[config.mk]
export PLATFORM = sky130hd
export DESIGN_NAME = cache_fill_fsm
export DESIGN_NICKNAME = d
export VERILOG_FILES = /design/src/rtl/cache_pkg.sv /design/src/rtl/cache_fill_fsm_word_counter.sv /design/src/rtl/cache_fill_fsm.sv
export SDC_FILE = /design/constraint.sdc
export NUM_CORES = 1
export LEC_CHECK = 0
export ABC_AREA = 1
export ABC_CLOCK_PERIOD_IN_PS = 1100
export CAP_MARGIN = 40
export CORE_MARGIN = 1.5
export CORE_UTILIZATION = 54
export DETAILED_ROUTE_END_ITERATION = 7
export DONT_BUFFER_PORTS = 1
export PLACE_DENSITY = 0.8
export RECOVER_POWER = 25
export SKIP_CTS_REPAIR_TIMING = 1
export SYNTH_ARGS = -nofsm -noshare
export SYNTH_HDL_FRONTEND = slang
export SYNTH_HIERARCHICAL = 1
export SYNTH_SLANG_ARGS = --single-unit
[constraint.sdc]
create_clock -name clk -period 1.1 [get_ports clk]
set_input_delay 0.055 -clock clk [delete_from_list [all_inputs] [get_ports clk]]
set_output_delay 0.055 -clock clk [all_outputs]
set_load 0.02 [all_outputs]
[src/rtl/cache_pkg.sv]
// cache_pkg: block geometry and fill FSM state encoding shared by the I- and D-cache.
package cache_pkg;
   localparam int BLOCK_WORDS = 8;
   localparam int WORD_BYTES = 2;
   localparam int OFFSET_BITS = $clog2(BLOCK_WORDS * WORD_BYTES);
   typedef enum logic {IDLE, FETCH} fill_state_t;
   function automatic logic [15:0] block_base(input logic [15:0] a);
      return {a[15:OFFSET_BITS], {OFFSET_BITS{1'b0}}};
   endfunction
endpackage

[src/rtl/cache_fill_fsm_word_counter.sv]
// word_counter: counts up to the last word of a block, then holds and raises done until cleared.
module word_counter
   import cache_pkg::*;
(
   input  logic       clk,
   input  logic       rst,
   input  logic       clr,
   input  logic       en,
   output logic [2:0] count,
   output logic       done
);
   always_ff @(posedge clk) begin
      if (rst || clr) begin
         count <= 3'd0;
         done <= 1'b0;
      end else if (en && !done) begin
         if (count == 3'(BLOCK_WORDS - 1)) done <= 1'b1;
         else count <= count + 3'd1;
      end
   end
endmodule

[src/rtl/cache_fill_fsm.sv]
// cache_fill_fsm: fetches one 8-word block from main memory on a miss and streams it into the arrays.
module cache_fill_fsm
   import cache_pkg::*;
(
   input  logic        clk,
   input  logic        rst,
   input  logic        miss_detected,
   input  logic [15:0] miss_address,
   input  logic        memory_data_valid,
   input  logic [15:0] memory_data,
   output logic        fsm_busy,
   output logic        memory_read_en,
   output logic [15:0] memory_address,
   output logic        write_data_array,
   output logic [2:0]  word_offset,
   output logic [15:0] cache_data_out,
   output logic        write_tag_array
);
   fill_state_t state;
   logic [15:0] base;
   logic [2:0] issue_cnt, ret_cnt;
   logic issue_done, ret_done, fill_end;
   assign fsm_busy = state == FETCH;
   assign memory_read_en = fsm_busy && !issue_done;
   assign memory_address = base + 16'(issue_cnt) * 16'(WORD_BYTES);
   assign write_data_array = fsm_busy && memory_data_valid;
   assign word_offset = ret_cnt;
   assign cache_data_out = memory_data;
   // the last return of the block commits the tag and closes the fill
   assign fill_end = write_data_array && ret_cnt == 3'(BLOCK_WORDS - 1) && !ret_done;
   assign write_tag_array = fill_end;
   always_ff @(posedge clk) begin
      if (rst) begin
         state <= IDLE;
         base <= 16'd0;
      end else if (state == IDLE && miss_detected) begin
         state <= FETCH;
         base <= block_base(miss_address);
      end else if (fill_end) begin
         state <= IDLE;
      end
   end
   word_counter u_issue (
      .clk(clk), .rst(rst), .clr(fill_end), .en(memory_read_en),
      .count(issue_cnt), .done(issue_done)
   );
   word_counter u_return (
      .clk(clk), .rst(rst), .clr(fill_end), .en(write_data_array),
      .count(ret_cnt), .done(ret_done)
   );
endmodule

* Yosys cells after proc, flatten, opt, wreduce, memory -nomap -nowiden *
Index checks and enable logic that the tools add are counted.

storage, ports and cells
  register bits = 21
  bits in latches = 0
  bits in writable memories = 0
  memory bits (read-only) = 0
  input bits = 36
  output and inout port bits = 39
  memories kept = 0

cells by class
  add/subtract/negate cells = 3
  $mul = 0
  divide/modulo/power cells = 0
  magnitude comparators = 0
  eq/ne operators = 2
  shifts and indexed selects = 0
  multiplexer cells = 2
  bitwise operators = 3
  reduce and logical (&&, ||, !) cells = 15

operators with widths
  cell                                          count
  adder 16 x 4 -> 16 bit                        1
  AND reduction 2 bit                           4
  logical AND 1 bit                             7
  adder 3 x 1 -> 3 bit (second input constant)  2
  == test 3 bit (second input constant)         2
  NOT 1 bit                                     3
  zero test 1 bit                               2
  two-way mux 1 bit                             2
  nonzero test 2 bit                            1
  logical OR 1 bit                              1

* Longest topological paths before layout *
Gate-level depths: netlist (run 1).

  word-level depth = 5
  mapped depth = 7

* Modules after synthesis *
The synthesis (run 1) kept the hierarchy.

modules (own cells, without submodules)
  module          times used  cells each  area each (sq um)  sequential area each (sq um)
  cache_fill_fsm  1           84          705.7              260.2
  word_counter    2           26          196.4              80.1

* Least setup slack after synthesis (run 1) *
Ideal clock, no wire load.

  kind = reg-to-reg
  from = register state (netlist: fsm_busy)
  to = register u_issue.done
  library setup time = 115 ps
  arrival = 1367 ps
  data required time = 985 ps
  setup slack = -382 ps
  cell stages (with the launch flop) = 8
  path buffers = 0
  cell sequence = dfxtp_1 > nand2_1 > inv_1 > nand3_1 > inv_1 > nor2_1 > o21ai_0 > inv_1

on the way
  word-level cells in the longest chain between the ends = 4
  elaborated cells on any way between the ends = 7

ends and longest elaborated chain
  what                             RTL line                           source
  from (decl)                      cache_fill_fsm.sv:19               fill_state_t state;
  from (signal assigned)           cache_fill_fsm.sv:34               state <= IDLE;
  from (signal assigned)           cache_fill_fsm.sv:37               state <= FETCH;
  from (signal assigned)           cache_fill_fsm.sv:40               state <= IDLE;
  logical AND 1 bit                cache_fill_fsm.sv:26               assign write_data_array = fsm_busy && memory_data_valid;
  net write_data_array             cache_fill_fsm.sv:14               output logic write_data_array,
  logical AND 1 bit (2 in series)  cache_fill_fsm.sv:30               assign fill_end = write_data_array && ret_cnt == 3'(BLOCK_WORDS - 1) && !ret_done;
  net write_tag_array              cache_fill_fsm.sv:17               output logic write_tag_array
  logical OR 1 bit                 cache_fill_fsm_word_counter.sv:13  if (rst || clr) begin
  to (signal assigned)             cache_fill_fsm_word_counter.sv:15  done <= 1'b0;
  to (signal assigned)             cache_fill_fsm_word_counter.sv:17  if (count == 3'(BLOCK_WORDS - 1)) done <= 1'b1;
  to (decl)                        cache_fill_fsm_word_counter.sv:10  output logic done

The timed path passes the listed nets, and every way through them passes these cells.
A chain may end at the register's enable or synchronous reset.

* Worst setup path in the final report (run 1) *
  from = register u_return.count[2]
  to = output port write_tag_array

on the way
  word-level cells in the longest chain between the ends = 3

ends and longest elaborated chain
  what                             RTL line                           source
  from (decl)                      cache_fill_fsm_word_counter.sv:9   output logic [2:0] count,
  from (signal assigned)           cache_fill_fsm_word_counter.sv:18  else count <= count + 3'd1;
  == test 3 bit                    cache_fill_fsm.sv:30
  logical AND 1 bit (2 in series)  cache_fill_fsm.sv:30
  to (decl)                        cache_fill_fsm.sv:17

Every way passes these cells.

==> impl_metrics.toml, run 1 <==
[outcome]
status = "finished with violations"
failed_checks = "negative hold slack, negative setup slack"

[cells_and_area]
multi_input_area_um2 = 552
layout-drive-gt1-share = 0.486
syn_to_final_growth_pct = 16.7
n_antenna_cell = 0
seqCellArea_um2 = 438
nNetsFinal = 181
nFillCells = 178
utilization = 0.660

[power]
ir_drop_uv = 857
total_power_uw = 1560
leakagePower_uw = 0.000559
p_per_area_nw_per_um2 = 1210

[synth]
synth_top_family_by_area = "simple AND/OR/NAND/NOR gates"
syn_area_per_cell_um2 = 8.08
yosysMostFrequentCell = "nand2_1"
synth_top_flop_cell = "dfxtp_1"
synth-compound-area-share = 0.130
synthSimpleGateAreaFrac = 0.239
synth-seq-cells = 21
ys_seq_area_frac = 0.383
ys_top_cells_by_count = "nand2_1, dfxtp_1, buf_4"
synth_edf_count = 0
syn-instance-count = 136
synth_area_leader_cell = "dfxtp_1"
synth_nets = 176
synth_top_cells_by_area = "dfxtp_1, buf_4, nand2_1"
synth-xor-area-share = 0
async_flop_share = 0
netlist_area_um2 = 1100
synth_cell_types = 19
yosys.area.top_type_share = 0.383
synthAdderAreaFrac = 0.0456
synthMuxAreaShare = 0
yosys_warnings = 6

[sta]
setup_ws_ns = -0.0778
post-route-min-period_ns = 1.18
finalHoldViolations = 21
worst_hold_slack_ns = -0.198
max_freq_ghz = 0.849
rsz0062_at_grt = "yes"
clock_skew_ns = 0.00276
final-setup-viol-count = 9
fin_crit_sh = 1.07
timing.final.max_slew_violations = 0

[global_route]
antenna_found_initial = 0
grt_overflow = 0
grt_max_degree = 16
busiest_layer = "met2"
grt_usage = 0.169
grt_util_met2 = 0.283
grt_pass1_vias = 693
grt_use_met1 = 0.207
grt_first_pass_wirelength_um = 2730
use_met3 = 0.0333

[place]
gp_congestion = 0.775
dp_hpwl_um = 1530
numPortBuffers = 0

[worst_setup_path]
critPathArrivalTime_ns = 1.12
endpoint = "write_tag_array"
critPathCaptureType = "primary output"
cp-startpoint = "u_return/count[2]"
path_buf_inv = 3
r2r-end = "u_return/count[2]"
critPathRequiredTime_ns = 1.04
r2r_start = "u_return/count[0]"
cp_cell_sequence = "inv_2 -> nor2_4 -> nand3_2 -> inv_4 -> buf_6"
critPathTopFamily = "flip-flops"
reg2reg_setup_slack_ns = -0.04
path_depth = 5
crit_slowest_cell = "dfxtp_4"
cpPeakStageDelay_ns = 0.38
cp_max_fo = 4
startpoint_type = "flip-flop"
critical_path_class = "flip-flop to primary output"
ff2ff_path_depth = 6

[job]
maxCapViolations = 0

[clock_tree]
clock-sinks = 21
cts_root_buffer = "clkbuf_4"
clk_latency_ns = 0.29
cts_buffers = 3
cts.clk_slew.worst_paths_ns = 0.11
htree_levels = 1
cts_tree = "yes"
clockBufferDepth = 2

[routing]
dr_total_vias = 827
drt-initial-drc-count = 6
ant_nets = 0
drt-wirelength-per-cell_um = 12.4
wl_um = 2070
vias_per_cell = 4.95
post-route-drc-count = 0
first_pass_iters = 4

[hold_path]
hp-class = "input pin to flip-flop"
min_from = "rst"

[floorplan]
fp-row-count = 16
die_area_um2 = 2310
pin_count = 75
die_height_um = 48.1
die_w_um = 48.1
start_util = 0.566
core-area_um2 = 1940
==> area by class of cell <==
cell class / instances / share of cell area
Clock buffer: 4 / 0.0205
Inverter: 14 / 0.0527
Multi-Input combinational cell: 81 / 0.430
Sequential cell: 21 / 0.341
Tap cell: 27 / 0.0263
Timing Repair Buffer: 20 / 0.129
==> metal layers <==
layer | vias up | share of wire
met5 | - | 0
met4 | 0 | 0.0097
met3 | 6 | 0.059
met2 | 26 | 0.55
met1 | 380 | 0.38
li1 | 415 | -
==> flip-flops by register name (all words and copies together) (netlist names) <==
| register | flops |
|---|---|
| base | 12 |
| u_issue/count | 3 |
| u_return/count | 3 |
| fsm_busy | 1 |
| u_issue/done | 1 |
| u_return/done | 1 |
==> placed cells by master, fill, tap and decap left out, drive strengths merged <==
master,count
ha,4
dfxtp,21
o21ai,2
nor2,12
buf,20
inv,14
nand2,36
clkbuf,4
a21oi,19
conb,1
nand3,7
==> worst register-to-register path, stage by stage (launching register included) <==
cell,delay [ns]
dfxtp_4,0.38
ha_4,0.16
ha_4,0.16
nor2_4,0.16
nand3_1,0.09
nand2_1,0.06
nor2_1,0.03
==> how the worst min path moves through the flow <==
stage	end	slack (ns)	depth (start not counted)
2_1_floorplan	base[7]	0.12	1
3_3_place_gp	cache_data_out[12]	0.11	0
3_5_place_dp	cache_data_out[12]	0.11	0
4_1_cts	base[4]	-0.21	1
5_1_grt	base[12]	-0.23	1
6_report	base[7]	-0.20	1
==> where the power goes <==
| part | total, uW | internal (uW) | leakage, uW | switching, uW |
|---|---|---|---|---|
| Clock | 363 | 141 | 0.0000150 | 222 |
| Sequential | 878 | 808 | 0.000176 | 70.3 |
| Combinational | 314 | 140 | 0.000368 | 174 |
| Total | 1560 | 1090 | 0.000559 | 467 |
==> kinds of logic (layout without fill, tap and decap cells) <==
group | after synthesis | in the layout
simple gates | 55 | 55
compound gates | 21 | 21
buf+inv | 34 | 38
other cells | 1 | 1
flops | 21 | 21
fa+ha+maj | 4 | 4
==> through the flow <==
step / cells / cell area (um2) / setup TNS [ns] / setup WS [ns] / hold WS, ns
after global placement: 157 / 1150 / 0 / 0.00693 / 0.110
final: 167 / 1280 / -0.288 / -0.0778 / -0.198
after detailed placement: 157 / 1150 / -0.0979 / -0.0316 / 0.110
after floorplan: 136 / 1180 / -0.00123 / -0.00123 / 0.117
after global routing: 167 / 1280 / -1.00 / -0.149 / -0.226
after CTS: 161 / 1180 / -0.639 / -0.148 / -0.212
(Power assumes the default switching activity.)
==> run 2: changes to the inputs <==
--- a/config.mk
+++ b/config.mk
@@ -14,6 +14,7 @@
 export DONT_BUFFER_PORTS = 1
 export PLACE_DENSITY = 0.8
 export RECOVER_POWER = 25
+export REMOVE_ABC_BUFFERS = 1
 export SKIP_CTS_REPAIR_TIMING = 1
 export SYNTH_ARGS = -nofsm -noshare
 export SYNTH_HDL_FRONTEND = slang
==> run 2 against run 1 <==
- largest cell class unchanged
- register-to-register slack worse by 0.09 ns
- critical path depth is 1 higher
- combinational power about the same
- global-route usage is 2.9 points higher
- flip-flop and latch count unchanged
- critical path type is now flip-flop to flip-flop
- the run still ends with negative hold slack, negative setup slack left
==> impl_metrics.toml, run 2 (same netlist as run 1, synthesis figures left out) <==
[cells_and_area]
biggestRegsByFlops = "base: 12 flops, u_issue/count: 3 flops, u_return/count: 3 flops"
nNetsFinal = 178
top_register = "base"
nFillCells = 176
n_antenna_cell = 0
largest_reg_flops = 12
utilization = 0.639
final_cell_mix = "nand2_1, dfxtp_1, buf_4"
layout-drive-gt1-share = 0.489
syn_to_final_growth_pct = 13.0
final_common_cell = "nand2_1"
fin_cells = 164

[sta]
finalHoldViolations = 21
final-setup-viol-count = 9
timing.final.max_slew_violations = 0
rsz0062_at_grt = "yes"
max_freq_ghz = 0.811
setup_ws_ns = -0.132
post-route-min-period_ns = 1.23
clock_skew_ns = 0.00675
fin_crit_sh = 1.12
worst_hold_slack_ns = -0.199

[clock_tree]
cts_root_buffer = "clkbuf_4"
clk_latency_ns = 0.29
cts.clk_slew.worst_paths_ns = 0.11
htree_levels = 1
clock-sinks = 21
cts_tree = "yes"
clockBufferDepth = 2
cts_buffers = 3

[routing]
drt-initial-drc-count = 8
first_pass_iters = 4
vias_per_cell = 5.27
wl_um = 2410
dr_total_vias = 865
drt-wirelength-per-cell_um = 14.7
ant_nets = 0
post-route-drc-count = 0

[global_route]
grt_max_degree = 16
grt_usage = 0.198
grt_first_pass_wirelength_um = 3140
grt_overflow = 0
grt_pass1_vias = 755
antenna_found_initial = 0

[worst_setup_path]
critical_path_class = "flip-flop to flip-flop"
critPathRequiredTime_ns = 1.30
cpPeakStageDelay_ns = 0.38
cp_max_fo = 6
startpoint_type = "flip-flop"
path_buf_inv = 0
cp_cell_sequence = "ha_4 -> ha_4 -> nor2_4 -> nand3_2 -> nand2_2 -> nor2_2"
critPathCaptureType = "flip-flop"
reg2reg_setup_slack_ns = -0.13
crit_top_cell = "ha_4"
critPathTopFamily = "simple AND/OR/NAND/NOR gates"
crit_slowest_cell = "dfxtp_4"
critPathArrivalTime_ns = 1.43

[power]
p_per_area_nw_per_um2 = 1240
ir_drop_uv = 905
leakagePower_uw = 0.000536

[hold_path]
hp-class = "input pin to flip-flop"

[floorplan]
die_w_um = 48.1
fp-row-count = 16
start_util = 0.566
die_area_um2 = 2310
die_height_um = 48.1
pin_count = 75
core-area_um2 = 1940

[job]
maxCapViolations = 0

[place]
gp_congestion = 0.666
numPortBuffers = 0
numPlacedInstances = 159
place_ws_ns = -0.0893
dp_hpwl_um = 1650

[outcome]
status = "finished with violations"
failed_checks = "negative hold slack, negative setup slack"
[run 2: changes by cell type in the layout (fill, tap and decap cells not counted), sizes merged]
cell and delta:
buf -3
[run 2: path summary, 6_finish.rpt]
path | from | to | cells past startpoint
min | rst | base[9] | 1
min reg2reg | base[9] | base[9] | 2
max | u_return/count[0] | u_return/count[2] | 6
max reg2reg | u_return/count[0] | u_return/count[2] | 6
[run 2: power by group]
group	switching (uW)	leakage, uW	internal (uW)	total [uW]
Sequential	62.4	0.000175	809	871
Combinational	182	0.000346	131	313
Clock	215	0.0000150	141	356
[run 2: metrics by stage]
stage,power [uW],cell area (um2),hold WS (ns),TNS (ns)
after global placement,1140,1090,0.110,-0.199
final,1540,1240,-0.199,-0.582
after floorplan,1060,935,0.110,-3.13
after global routing,1640,1240,-0.228,-1.31
after CTS,1500,1110,-0.203,-1.04
after detailed placement,1150,1090,0.110,-0.572
[run 2: final cells by class]
class                   count  area (um2)  share of cell area
clock buffers               4        26.3              0.0212
multi-input cells          81         552               0.445
flip-flops and latches     21         433               0.349
repair buffers             17         139               0.112
inverters                  14        57.6              0.0464
well taps                  27        33.8              0.0272
[run 2: worst register-to-register path, cell delays in order, from the launching register on]
cell	delay, ns
dfxtp_4	0.38
ha_4	0.17
ha_4	0.17
nor2_4	0.20
nand3_2	0.12
nand2_2	0.07
nor2_2	0.03
[run 2: layer usage]
layer | wire (um) | track usage | share of wire | vias up
met3 | 250 | 0.126 | 0.10 | 6
met4 | 47 | 0.0649 | 0.019 | 0
li1 | - | - | - | 410
met5 | 0 | 0.0750 | 0 | -
met2 | 1190 | 0.293 | 0.49 | 48
met1 | 924 | 0.227 | 0.38 | 401
==> run 3: changes to the inputs <==
--- a/config.mk
+++ b/config.mk
@@ -8,11 +8,13 @@
 export ABC_AREA = 1
 export ABC_CLOCK_PERIOD_IN_PS = 1100
 export CAP_MARGIN = 40
+export CELL_PAD_IN_SITES_DETAIL_PLACEMENT = 1
+export CELL_PAD_IN_SITES_GLOBAL_PLACEMENT = 2
 export CORE_MARGIN = 1.5
-export CORE_UTILIZATION = 54
+export CORE_UTILIZATION = 28
 export DETAILED_ROUTE_END_ITERATION = 7
 export DONT_BUFFER_PORTS = 1
-export PLACE_DENSITY = 0.8
+export PLACE_DENSITY = 0.81
 export RECOVER_POWER = 25
 export REMOVE_ABC_BUFFERS = 1
 export SKIP_CTS_REPAIR_TIMING = 1
==> run 3 against run 2 <==
- the run still ends with negative hold slack, negative setup slack left
- die area is 86% higher
- total power increased by 9.1%
- sequential share of layout area fell by 0.78 points
- maximum frequency grew 5.1%
- sequential power barely moved
- register-to-register slack improved by 0.06 ns
- flip-flop and latch count did not move
- clock skew down 0.0046 ns
- wire length grew 14%
- via count is 2.1% higher
- setup slack improved by 0.060 ns
==> impl_metrics.toml, run 3 (same netlist as run 1, synthesis figures left out) <==
[cells_and_area]
layout-drive-gt1-share = 0.446
final_cell_mix = "nand2_1, buf_4, dfxtp_1"
design_area_um2 = 1250
largest_reg_flops = 12
nNetsFinal = 180
fin_cells = 187
top_register = "base"
biggestRegsByFlops = "base: 12 flops, u_issue/count: 3 flops, u_return/count: 3 flops"
utilization = 0.338
syn_to_final_growth_pct = 14.2
n_antenna_cell = 0
final_common_cell = "nand2_1"

[floorplan]
start_util = 0.296
die_w_um = 65.6
pin_count = 75
die_height_um = 65.6
die_area_um2 = 4310
fp-row-count = 22
core-area_um2 = 3720

[clock_tree]
clk_latency_ns = 0.26
htree_levels = 1
clock-sinks = 21
cts.clk_slew.worst_paths_ns = 0.08
clockBufferDepth = 2
cts_tree = "yes"
cts_buffers = 3
cts_root_buffer = "clkbuf_8"

[routing]
drt-wirelength-per-cell_um = 14.8
first_pass_iters = 2
dr_total_vias = 883
wl_um = 2760
post-route-drc-count = 0
vias_per_cell = 4.72
drt-initial-drc-count = 7
ant_nets = 0

[power]
leakagePower_uw = 0.000549
ir_drop_uv = 466
total_power_uw = 1680
p_per_area_nw_per_um2 = 1340

[place]
place_ws_ns = -0.124
numPlacedInstances = 181
numPortBuffers = 0
gp_congestion = 0.615
placed_area_um2 = 1120
dp_hpwl_um = 2040

[global_route]
grt_pass1_vias = 932
grt_overflow = 0
antenna_found_initial = 0
grt_usage = 0.130
grt_max_degree = 16
grt_first_pass_wirelength_um = 4270

[worst_setup_path]
r2r_start = "u_return/count[0]"
cp_max_fo = 3
critPathRequiredTime_ns = 1.04
critPathCaptureType = "primary output"
endpoint = "write_tag_array"
critPathArrivalTime_ns = 1.12
startpoint_type = "flip-flop"
critical_path_class = "flip-flop to primary output"
ff2ff_path_depth = 6
reg2reg_setup_slack_ns = -0.07
cp-startpoint = "u_return/count[2]"
r2r-end = "u_return/count[1]"

[outcome]
failed_checks = "negative hold slack, negative setup slack"
status = "finished with violations"

[sta]
post-route-min-period_ns = 1.17
clock_skew_ns = 0.00213
fin_crit_sh = 1.07
max_freq_ghz = 0.853
final-setup-viol-count = 8
worst_hold_slack_ns = -0.151
rsz0062_at_grt = "yes"
timing.final.max_slew_violations = 0
setup_ws_ns = -0.0722
finalHoldViolations = 19

[hold_path]
hp-class = "input pin to flip-flop"

[job]
maxCapViolations = 0
run 3: critical path, cell delays in order, from the launching register on:
cell and delay (ns):
dfxtp_4 0.36, inv_1 0.04, nor2_1 0.09, nand3_1 0.13, inv_2 0.10, buf_4 0.14
run 3: worst min path at each step:
stage	start	end	cells past startpoint
floorplan	memory_data[0]	cache_data_out[0]	0
global placement	memory_data[0]	cache_data_out[0]	0
detailed placement	memory_data[0]	cache_data_out[0]	0
CTS	rst	base[14]	1
global route	rst	base[15]	1
finish	rst	base[14]	1
run 3: cell type report:
type | count | area [um2]
well taps | 48 | 60.1
flip-flops and latches | 21 | 428
fillers | 471 | 2460
inverters | 14 | 57.6
clock buffers | 4 | 45.0
repair buffers | 19 | 143
multi-input cells | 81 | 522
run 3: layer usage:
| layer | track usage | share of wire | up-vias |
|---|---|---|---|
| li1 | - | - | 417 |
| met1 | 0.145 | 0.36 | 412 |
| met2 | 0.210 | 0.51 | 52 |
| met3 | 0.0719 | 0.13 | 2 |
| met4 | 0.0391 | 0.0043 | 0 |
| met5 | 0 | 0 | - |
run 3: through the flow:
stage	hold WS [ns]	setup TNS [ns]
after global routing	-0.171	-1.26
after global placement	0.110	-0.253
after detailed placement	0.110	-0.734
after CTS	-0.159	-1.05
final	-0.151	-0.391
after floorplan	0.110	-3.13
run 3: power breakdown:
| part | internal [uW] | switching, uW | leakage, uW | total [uW] |
|---|---|---|---|---|
| registers | 808 | 63.2 | 0.000174 | 871 |
| logic | 130 | 174 | 0.000352 | 303 |
| clock network | 258 | 248 | 0.0000228 | 506 |
